$ cat src/rtl/seq_chunk_adder.sv
// Multi-cycle WIDTH-bit adder that adds one CHUNK-bit slice per clock, LSB first.
// Optional subtract mode via SEQ_ADDER_SUB_EN (adds port sub; sub=1 computes a - b).
module seq_chunk_adder #(
  parameter int WIDTH = 16,
  parameter int CHUNK = 4
) (
  input  logic             clk,
  input  logic             rst_n,
  input  logic             in_valid,
  output logic             in_ready,
  input  logic [WIDTH-1:0] a,
  input  logic [WIDTH-1:0] b,
  input  logic             ci,
`ifdef SEQ_ADDER_SUB_EN
  input  logic             sub,
`endif
  output logic             out_valid,
  input  logic             out_ready,
  output logic [WIDTH-1:0] s,
  output logic             co,
  output logic             ovf
);

  localparam int NCHUNK = WIDTH / CHUNK;
  localparam int IDX_W  = (NCHUNK > 1) ? $clog2(NCHUNK) : 1;
  localparam logic [IDX_W-1:0] LAST = IDX_W'(NCHUNK - 1);

  typedef enum logic [1:0] {IDLE = 2'd0, BUSY = 2'd1, DONE = 2'd2} state_t;

  state_t           state, state_next;
  logic [IDX_W-1:0] idx;
  logic             carry;
  logic [WIDTH-1:0] op_a, op_b;
  logic             sub_sel;
  logic             accept;
  logic             last;
  logic [CHUNK-1:0] a_chunk, b_chunk;
  logic [CHUNK:0]   chunk_sum;
  logic             msb_cin;

  function automatic logic [CHUNK:0] add_chunk(input logic [CHUNK-1:0] x,
                                               input logic [CHUNK-1:0] y,
                                               input logic             cin);
    return {1'b0, x} + {1'b0, y} + {{CHUNK{1'b0}}, cin};
  endfunction

`ifdef SEQ_ADDER_SUB_EN
  assign sub_sel = sub;
`else
  assign sub_sel = 1'b0;
`endif

  assign a_chunk   = op_a[idx*CHUNK +: CHUNK];
  assign b_chunk   = op_b[idx*CHUNK +: CHUNK];
  assign chunk_sum = add_chunk(a_chunk, b_chunk, carry);
  // Carry into the top bit recovered from that bit's sum: s = a ^ b ^ cin.
  assign msb_cin   = a_chunk[CHUNK-1] ^ b_chunk[CHUNK-1] ^ chunk_sum[CHUNK-1];
  assign accept    = in_valid && in_ready;
  assign last      = (state == BUSY) && (idx == LAST);

  always_comb begin
    state_next = state;
    in_ready   = 1'b0;
    out_valid  = 1'b0;
    case (state)
      IDLE: begin
        in_ready = 1'b1;
        if (in_valid) state_next = BUSY;
      end
      BUSY: if (idx == LAST) state_next = DONE;
      DONE: begin
        out_valid = 1'b1;
        if (out_ready) state_next = IDLE;
      end
      default: state_next = IDLE;
    endcase
  end

  always_ff @(posedge clk or negedge rst_n) begin
    if (!rst_n) state <= IDLE;
    else        state <= state_next;
  end

  // Slice accumulation: one chunk per BUSY cycle, flags captured on the last one.
  always_ff @(posedge clk or negedge rst_n) begin
    if (!rst_n) begin
      idx   <= '0;
      carry <= 1'b0;
      s     <= '0;
      co    <= 1'b0;
      ovf   <= 1'b0;
    end else if (accept) begin
      idx   <= '0;
      carry <= sub_sel ? 1'b1 : ci;
    end else if (state == BUSY) begin
      s[idx*CHUNK +: CHUNK] <= chunk_sum[CHUNK-1:0];
      carry <= chunk_sum[CHUNK];
      if (last) begin
        idx <= '0;
        co  <= chunk_sum[CHUNK];
        ovf <= msb_cin ^ chunk_sum[CHUNK];
      end else begin
        idx <= idx + 1'b1;
      end
    end
  end

  // Operands are pure data and need no reset.
  always_ff @(posedge clk) begin
    if (accept) begin
      op_a <= a;
      op_b <= sub_sel ? ~b : b;
    end
  end

endmodule

$ cat config.mk
export PLATFORM = sky130hd
export DESIGN_NAME = seq_chunk_adder
export DESIGN_NICKNAME = d
export VERILOG_FILES = /design/src/rtl/seq_chunk_adder.sv
export SDC_FILE = /design/constraint.sdc
export NUM_CORES = 1
export LEC_CHECK = 0
export BUFFER_PORTS_ARGS = -buffer_cell sky130_fd_sc_hd__buf_2
export CAP_MARGIN = 20
export CORE_MARGIN = 10
export CORE_UTILIZATION = 40
export CTS_BUF_LIST = sky130_fd_sc_hd__clkbuf_16
export CTS_CLUSTER_SIZE = 16
export DETAILED_ROUTE_END_ITERATION = 10
export HOLD_SLACK_MARGIN = 0.15
export PLACE_DENSITY = 0.71
export SYNTH_ARGS = -nofsm -noshare
export SYNTH_HDL_FRONTEND = slang
export SYNTH_SLANG_ARGS = --single-unit
export TNS_END_PERCENT = 10
$ cat constraint.sdc
create_clock -name clk -period 4.2 [get_ports clk]
set_input_delay 0.84 -clock clk [delete_from_list [all_inputs] [get_ports clk]]
set_output_delay 0.84 -clock clk [all_outputs]
set_load 0.005 [all_outputs]
==> impl_metrics.tcl, run 1 <==
set metrics [dict create \
    status "finished, final reports clean" \
    routed.top_layer "met4" \
    cts_root_buf "clkbuf_16" \
    finalHoldViolCount 0 \
    synth.avg_cell_area_um2 17.0 \
    detail_route.wl_per_cell_um 15.6 \
    slew_headroom 0.594 \
    finClkSkew_ns 0.00611 \
    grt_pass1_wl_mm 7.10 \
    min_period_ns 2.99 \
    finalCritPeriodShare 0.711 \
    cts.sinks 55 \
    cp.arrival_ns 3.16 \
    cts_setup_buffers 0 \
    synth_top_flop_cell "edfxtp_1" \
    clkLatencyLatePin_ns 0.29 \
    area_growth_pct 24.0 \
    netlist_area_um2 2320 \
    synth_common_cells "edfxtp_1, dfrtp_1, a22o_1" \
    slowest_delay_ns 0.58 \
    nNetsFinal 246 \
    hold_path_class "reg -> reg" \
    antennaDiodeCount 0 \
    crit_chain "mux4_2 -> fa_1 -> fa_1 -> a21o_1 -> a21oi_1 -> a2bb2oi_1 -> o2bb2a_1" \
    irDropWorstVdd_uv 336 \
    synth_edf_count 32 \
    total_power_mw 2.21 \
    cts_buffers 5 \
    htree_num_levels 2 \
    synthCells 136 \
    fmax_mhz 335 \
    slew_viol_final 0 \
    synthArstFlopShare 0.418 \
    gp_congestion 0.758 \
    syn-num-nets 184 \
    grt_pass1_vias 1521 \
    io_pins 57 \
    grt_overflow 0 \
    ctsHoldBuffers 0 \
    dieArea_um2 9240 \
    synth_top_cell_area_share 0.414 \
    final-setup-viol-count 0 \
    synth_cell_types 29 \
    fp.coreArea_um2 5570 \
    pre_cts_ws_ns 1.17 \
    crit_fanout 7 \
    start_util 0.416 \
    power_density_nw_per_um2 768 \
    drt_pass1_iterations 3 \
    dr_wl_met3_um 389 \
    grt_usage 0.0991 \
    fin_util 0.516 \
    critPathCaptureType "flip-flop" \
    viasPerCell 4.94 \
    startpoint_type "flip-flop" \
    cap_violations 0 \
    path_common_cell "fa_1" \
    vias 1338 \
    synth_area_leader_cell "edfxtp_1" \
    rows 27 \
    netlist_top_cells_area "edfxtp_1, dfrtp_1, mux4_2" \
    drc 0 \
    tightest_slew_ns 0.607 \
    nFillCells 490 \
    met2RoutedLength_mm 1.89 \
    clk_path_buf_depth 2 \
    post_cts_resized 0 \
    die_y_um 96.1 \
    dp.final_hpwl_mm 3.35 \
    antenna_left 0 \
    drive_gt1_frac 0.397 \
    dieWidth_um 96.1 \
    wl_met1_mm 1.89 \
    path_class "reg -> reg" \
    drt_iter0_markers 42 \
    synth.ff_latch_count 55 \
    yosysWarnings 0 \
    clkSlewWorstSetupHoldPaths_ns 0.07 \
    synth.most_common_cell "edfxtp_1" \
    rsz0062_at_grt "no" \
    crit_path_top_delay_cell "dfrtp_1" \
    ys_seq_area_frac 0.663 \
    cts_tree "built" \
    p_leak_nw 1.26 \
    grt_max_degree 33 \
    antenna_found_initial 0 \
    port_buffers 56 \
    setup_ws_ns 1.21 \
    drt_wl_total_mm 4.23 \
    setup-tns-final_ns 0 \
    crit_required_ns 4.37 \
]
==> final timing paths <==
| path | start | endpoint | slack (ns) | depth (start not counted) |
|---|---|---|---|---|
| setup / recovery | idx[0] | carry | 1.21 | 7 |
| hold / removal | ovf | ovf | 0.49 | 2 |
| setup reg to reg | idx[0] | carry | 1.21 | 7 |
| hold reg to reg | ovf | ovf | 0.49 | 2 |
| max in group asynchronous | rst_n | s[7] | 3.34 | 1 |
| min in group asynchronous | rst_n | s[12] | 0.51 | 1 |
==> metrics by stage <==
| step | hold WS (ns) | cell area (um^2) | std cells |
|---|---|---|---|
| after floorplan | 0.473 | 2320 | 136 |
| after global routing | 0.519 | 2870 | 271 |
| after CTS | 0.493 | 2870 | 271 |
| after global placement | 0.472 | 2690 | 263 |
| final | 0.488 | 2870 | 271 |
| after detailed placement | 0.478 | 2690 | 263 |
==> metal layers <==
layer	global-route usage	up-vias
li1	-	651
met1	0.123	635
met2	0.155	47
met3	0.0389	5
met4	0.0332	0
met5	0	-
==> sequential cells by signal, summed over array words and instances (netlist names) <==
name,cells
ovf,1
state,2
s,16
op_b,16
co,1
idx,2
op_a,16
carry,1
==> where the power goes <==
part / total [mW] / switching, mW / internal, mW
clock: 0.515 / 0.176 / 0.339
combinational: 0.858 / 0.472 / 0.385
sequential: 0.834 / 0.0992 / 0.734
==> kinds of logic (layout without fill, tap and decap cells) <==
kind of cell / count (synthesis) / in the layout / share of synthesized area
fa+ha+maj: 11 / 11 / 0.0658
mux: 8 / 8 / 0.0777
flops: 55 / 55 / 0.663
xor+xnor: 3 / 3 / 0.0113
buf+inv: 8 / 71 / 0.0162
compound gates: 29 / 29 / 0.0988
simple gates: 22 / 22 / 0.0675
==> worst max-delay path, delay by kind of cell (launching register included) <==
kind	cells	cell delay, ns
flops	1	0.58
compound gates	4	0.87
mux	1	0.58
fa+ha+maj	2	0.84
==> cell usage in the layout (no fill, tap or decap), drive strengths merged, types with 3 or more instances in the layout <==
cell / Yosys / routed
buf: 2 / 58
edfxtp: 32 / 32
dfrtp: 23 / 23
a22o: 16 / 16
nand2: 11 / 11
ha: 9 / 9
mux4: 8 / 8
inv: 5 / 6
clkbuf: 1 / 5
nand2b: 3 / 3
a21oi: 3 / 3
o21ai: 3 / 3
nor4: 3 / 3
==> final cells by class <==
type	count	area [um^2]	area share
Clock buffer	5	125	0.0435
Timing Repair Buffer	58	295	0.103
Multi-Input combinational cell	73	744	0.259
Inverter	5	18.8	0.00653
Sequential cell	55	1540	0.535
Tap cell	72	90.1	0.0313
Clock inverter	3	63.8	0.0222
(Power assumes the default switching activity.)
==> inputs of run 2 (changes only) <==
Settings changed: PLACE_DENSITY 0.71 to 0.73.
Clock period 4.2 ns to 2.6 ns, I/O delays scaled along.
==> run 2 against run 1 <==
Against the previous run: via count grew 1.3%; combinational power grew 84%; cell count grew 1.8%; power grew 61%; worst hold slack lost 0.29 ns; final area grew 0.35%; flip-flop and latch count is the same; die area is the same; non-clock buffer count grew 5; worst setup slack lost 1.1 ns; sequential power grew 58%; clock-buffer cell count is the same; critical path type unchanged; largest power group unchanged.
==> impl_metrics.tcl, run 2 (synthesis gave the netlist of run 1 again) <==
set metrics [dict create \
    drive_gt1_frac 0.441 \
    swShare 0.354 \
    htree_num_levels 2 \
    layout_commonest_cell "buf_2" \
    hold_path_class "in -> async" \
    dieArea_um2 9240 \
    path_class "reg -> reg" \
    grt_max_degree 33 \
    min_period_ns 2.48 \
    tightest_slew_ns 0.622 \
    cts.sinks 55 \
    crit_required_ns 2.78 \
    rows 27 \
    final-setup-viol-count 0 \
    crit_family "adder cells" \
    status "finished, final reports clean" \
    finalCritPeriodShare 0.955 \
    nFillCells 474 \
    viasPerCell 4.91 \
    detail_route.wl_per_cell_um 15.3 \
    seqPwrFrac 0.372 \
    grt_pass1_wl_mm 7.40 \
    slew_headroom 0.585 \
    slowest_delay_ns 0.53 \
    grt_usage 0.102 \
    clkSlewWorstSetupHoldPaths_ns 0.07 \
    ctsHoldBuffers 0 \
    p_clk_frac 0.183 \
    gp_congestion 0.714 \
    crit_fanout 4 \
    critPathCaptureType "flip-flop" \
    nNetsFinal 251 \
    drt_pass1_iterations 4 \
    p_int_mw 2.30 \
    startpoint_type "flip-flop" \
    cts_root_buf "clkbuf_16" \
    grt_pass1_vias 1522 \
    port_buffers 56 \
    io_pins 57 \
    ff_latch_area_um2 1540 \
    grt_overflow 0 \
    dieWidth_um 96.1 \
    antenna_found_initial 0 \
    rsz0062_at_grt "no" \
    fp.coreArea_um2 5570 \
    p_switching_mw 1.26 \
    cts_tree "built" \
    cap_violations 0 \
    final_cell_mix "buf_2, edfxtp_1, dfrtp_1" \
    drc 0 \
    clk_path_buf_depth 2 \
    dp.final_hpwl_mm 3.39 \
    die_y_um 96.1 \
    start_util 0.416 \
    crit_chain "mux4_2 -> fa_2 -> fa_2 -> a21o_1 -> a21oi_2 -> a2bb2oi_1 -> o2bb2a_2" \
    drt_iter0_markers 54 \
    multi_input_area_um2 758 \
    cp.arrival_ns 2.66 \
    finClkSkew_ns 0.00519 \
    total_power_mw 3.56 \
    path_common_cell "fa_2" \
    slew_viol_final 0 \
    crit_path_top_delay_cell "mux4_2" \
    antenna_left 0 \
    antennaDiodeCount 0 \
    critPathBufInv 0 \
    vias 1355 \
    drt_wl_total_mm 4.23 \
    reg.largest.list "op_a x16, op_b x16, s x16" \
    fmax_mhz 403 \
    cts_buffers 5 \
    finalHoldViolCount 0 \
    combPwrFrac 0.445 \
    fin_util 0.517 \
    clkLatencyLatePin_ns 0.29 \
    area_growth_pct 24.4 \
    irDropWorstVdd_uv 616 \
    power_density_nw_per_um2 1230 \
    p_leak_nw 1.27 \
    r2r_setup_slack_ns 0.12 \
]
## run 2: worst register-to-register path: stages (launching register included)
cell	delay, ns
dfrtp_2	0.41
mux4_2	0.53
fa_2	0.38
fa_2	0.36
a21o_1	0.17
a21oi_2	0.20
a2bb2oi_1	0.08
o2bb2a_2	0.25
## run 2: final cells by class
type | count | share of cell area
sequential | 55 | 0.533
inverter | 5 | 0.00651
tap | 72 | 0.0312
clock inverter | 3 | 0.00738
clock buffer | 5 | 0.0434
multi-input combinational | 73 | 0.263
timing repair buffer | 63 | 0.115
## run 2: timing repair
action,4_1_cts,5_1_grt
gates resized for setup,0,1
setup endpoints to repair,0,2
setup buffers,0,2
## run 2: power groups by stage
stage	clock, mW	combinational [mW]	sequential, mW
final	0.653	1.58	1.32
after global routing	0.711	1.76	1.35
after CTS	0.673	1.55	1.33
after floorplan	0	1.08	1.32
after detailed placement	0	1.54	1.35
after global placement	0	1.53	1.34
## run 2: metal layers
metal	wire (um)	GRT usage	part of all wire	vias up
met5	0	0	0	-
met4	55	0.0369	0.013	0
met3	408	0.0428	0.096	8
met2	1960	0.156	0.46	50
met1	1810	0.126	0.43	638
li1	-	-	-	659
## run 2: per-stage QoR
stage	instances	setup TNS, ns	hold slack, ns	area (um^2)	setup slack, ns
after floorplan	136	-0.0127	0.224	2340	-0.0127
after global placement	266	0	0.478	2720	0.141
after detailed placement	266	0	0.480	2720	0.0926
after CTS	274	0	0.210	2870	0.0799
after global routing	276	0	0.235	2880	0.0115
final	276	0	0.198	2880	0.117
## run 2: worst paths after layout
kind,start,depth (start not counted),end
setup / recovery,idx[0],7,carry
hold / removal,rst_n,1,s[9]
setup reg to reg,idx[0],7,carry
hold reg to reg,ovf,2,ovf
max in group asynchronous,rst_n,1,idx[0]
min in group clk,a[6],1,op_a[6]
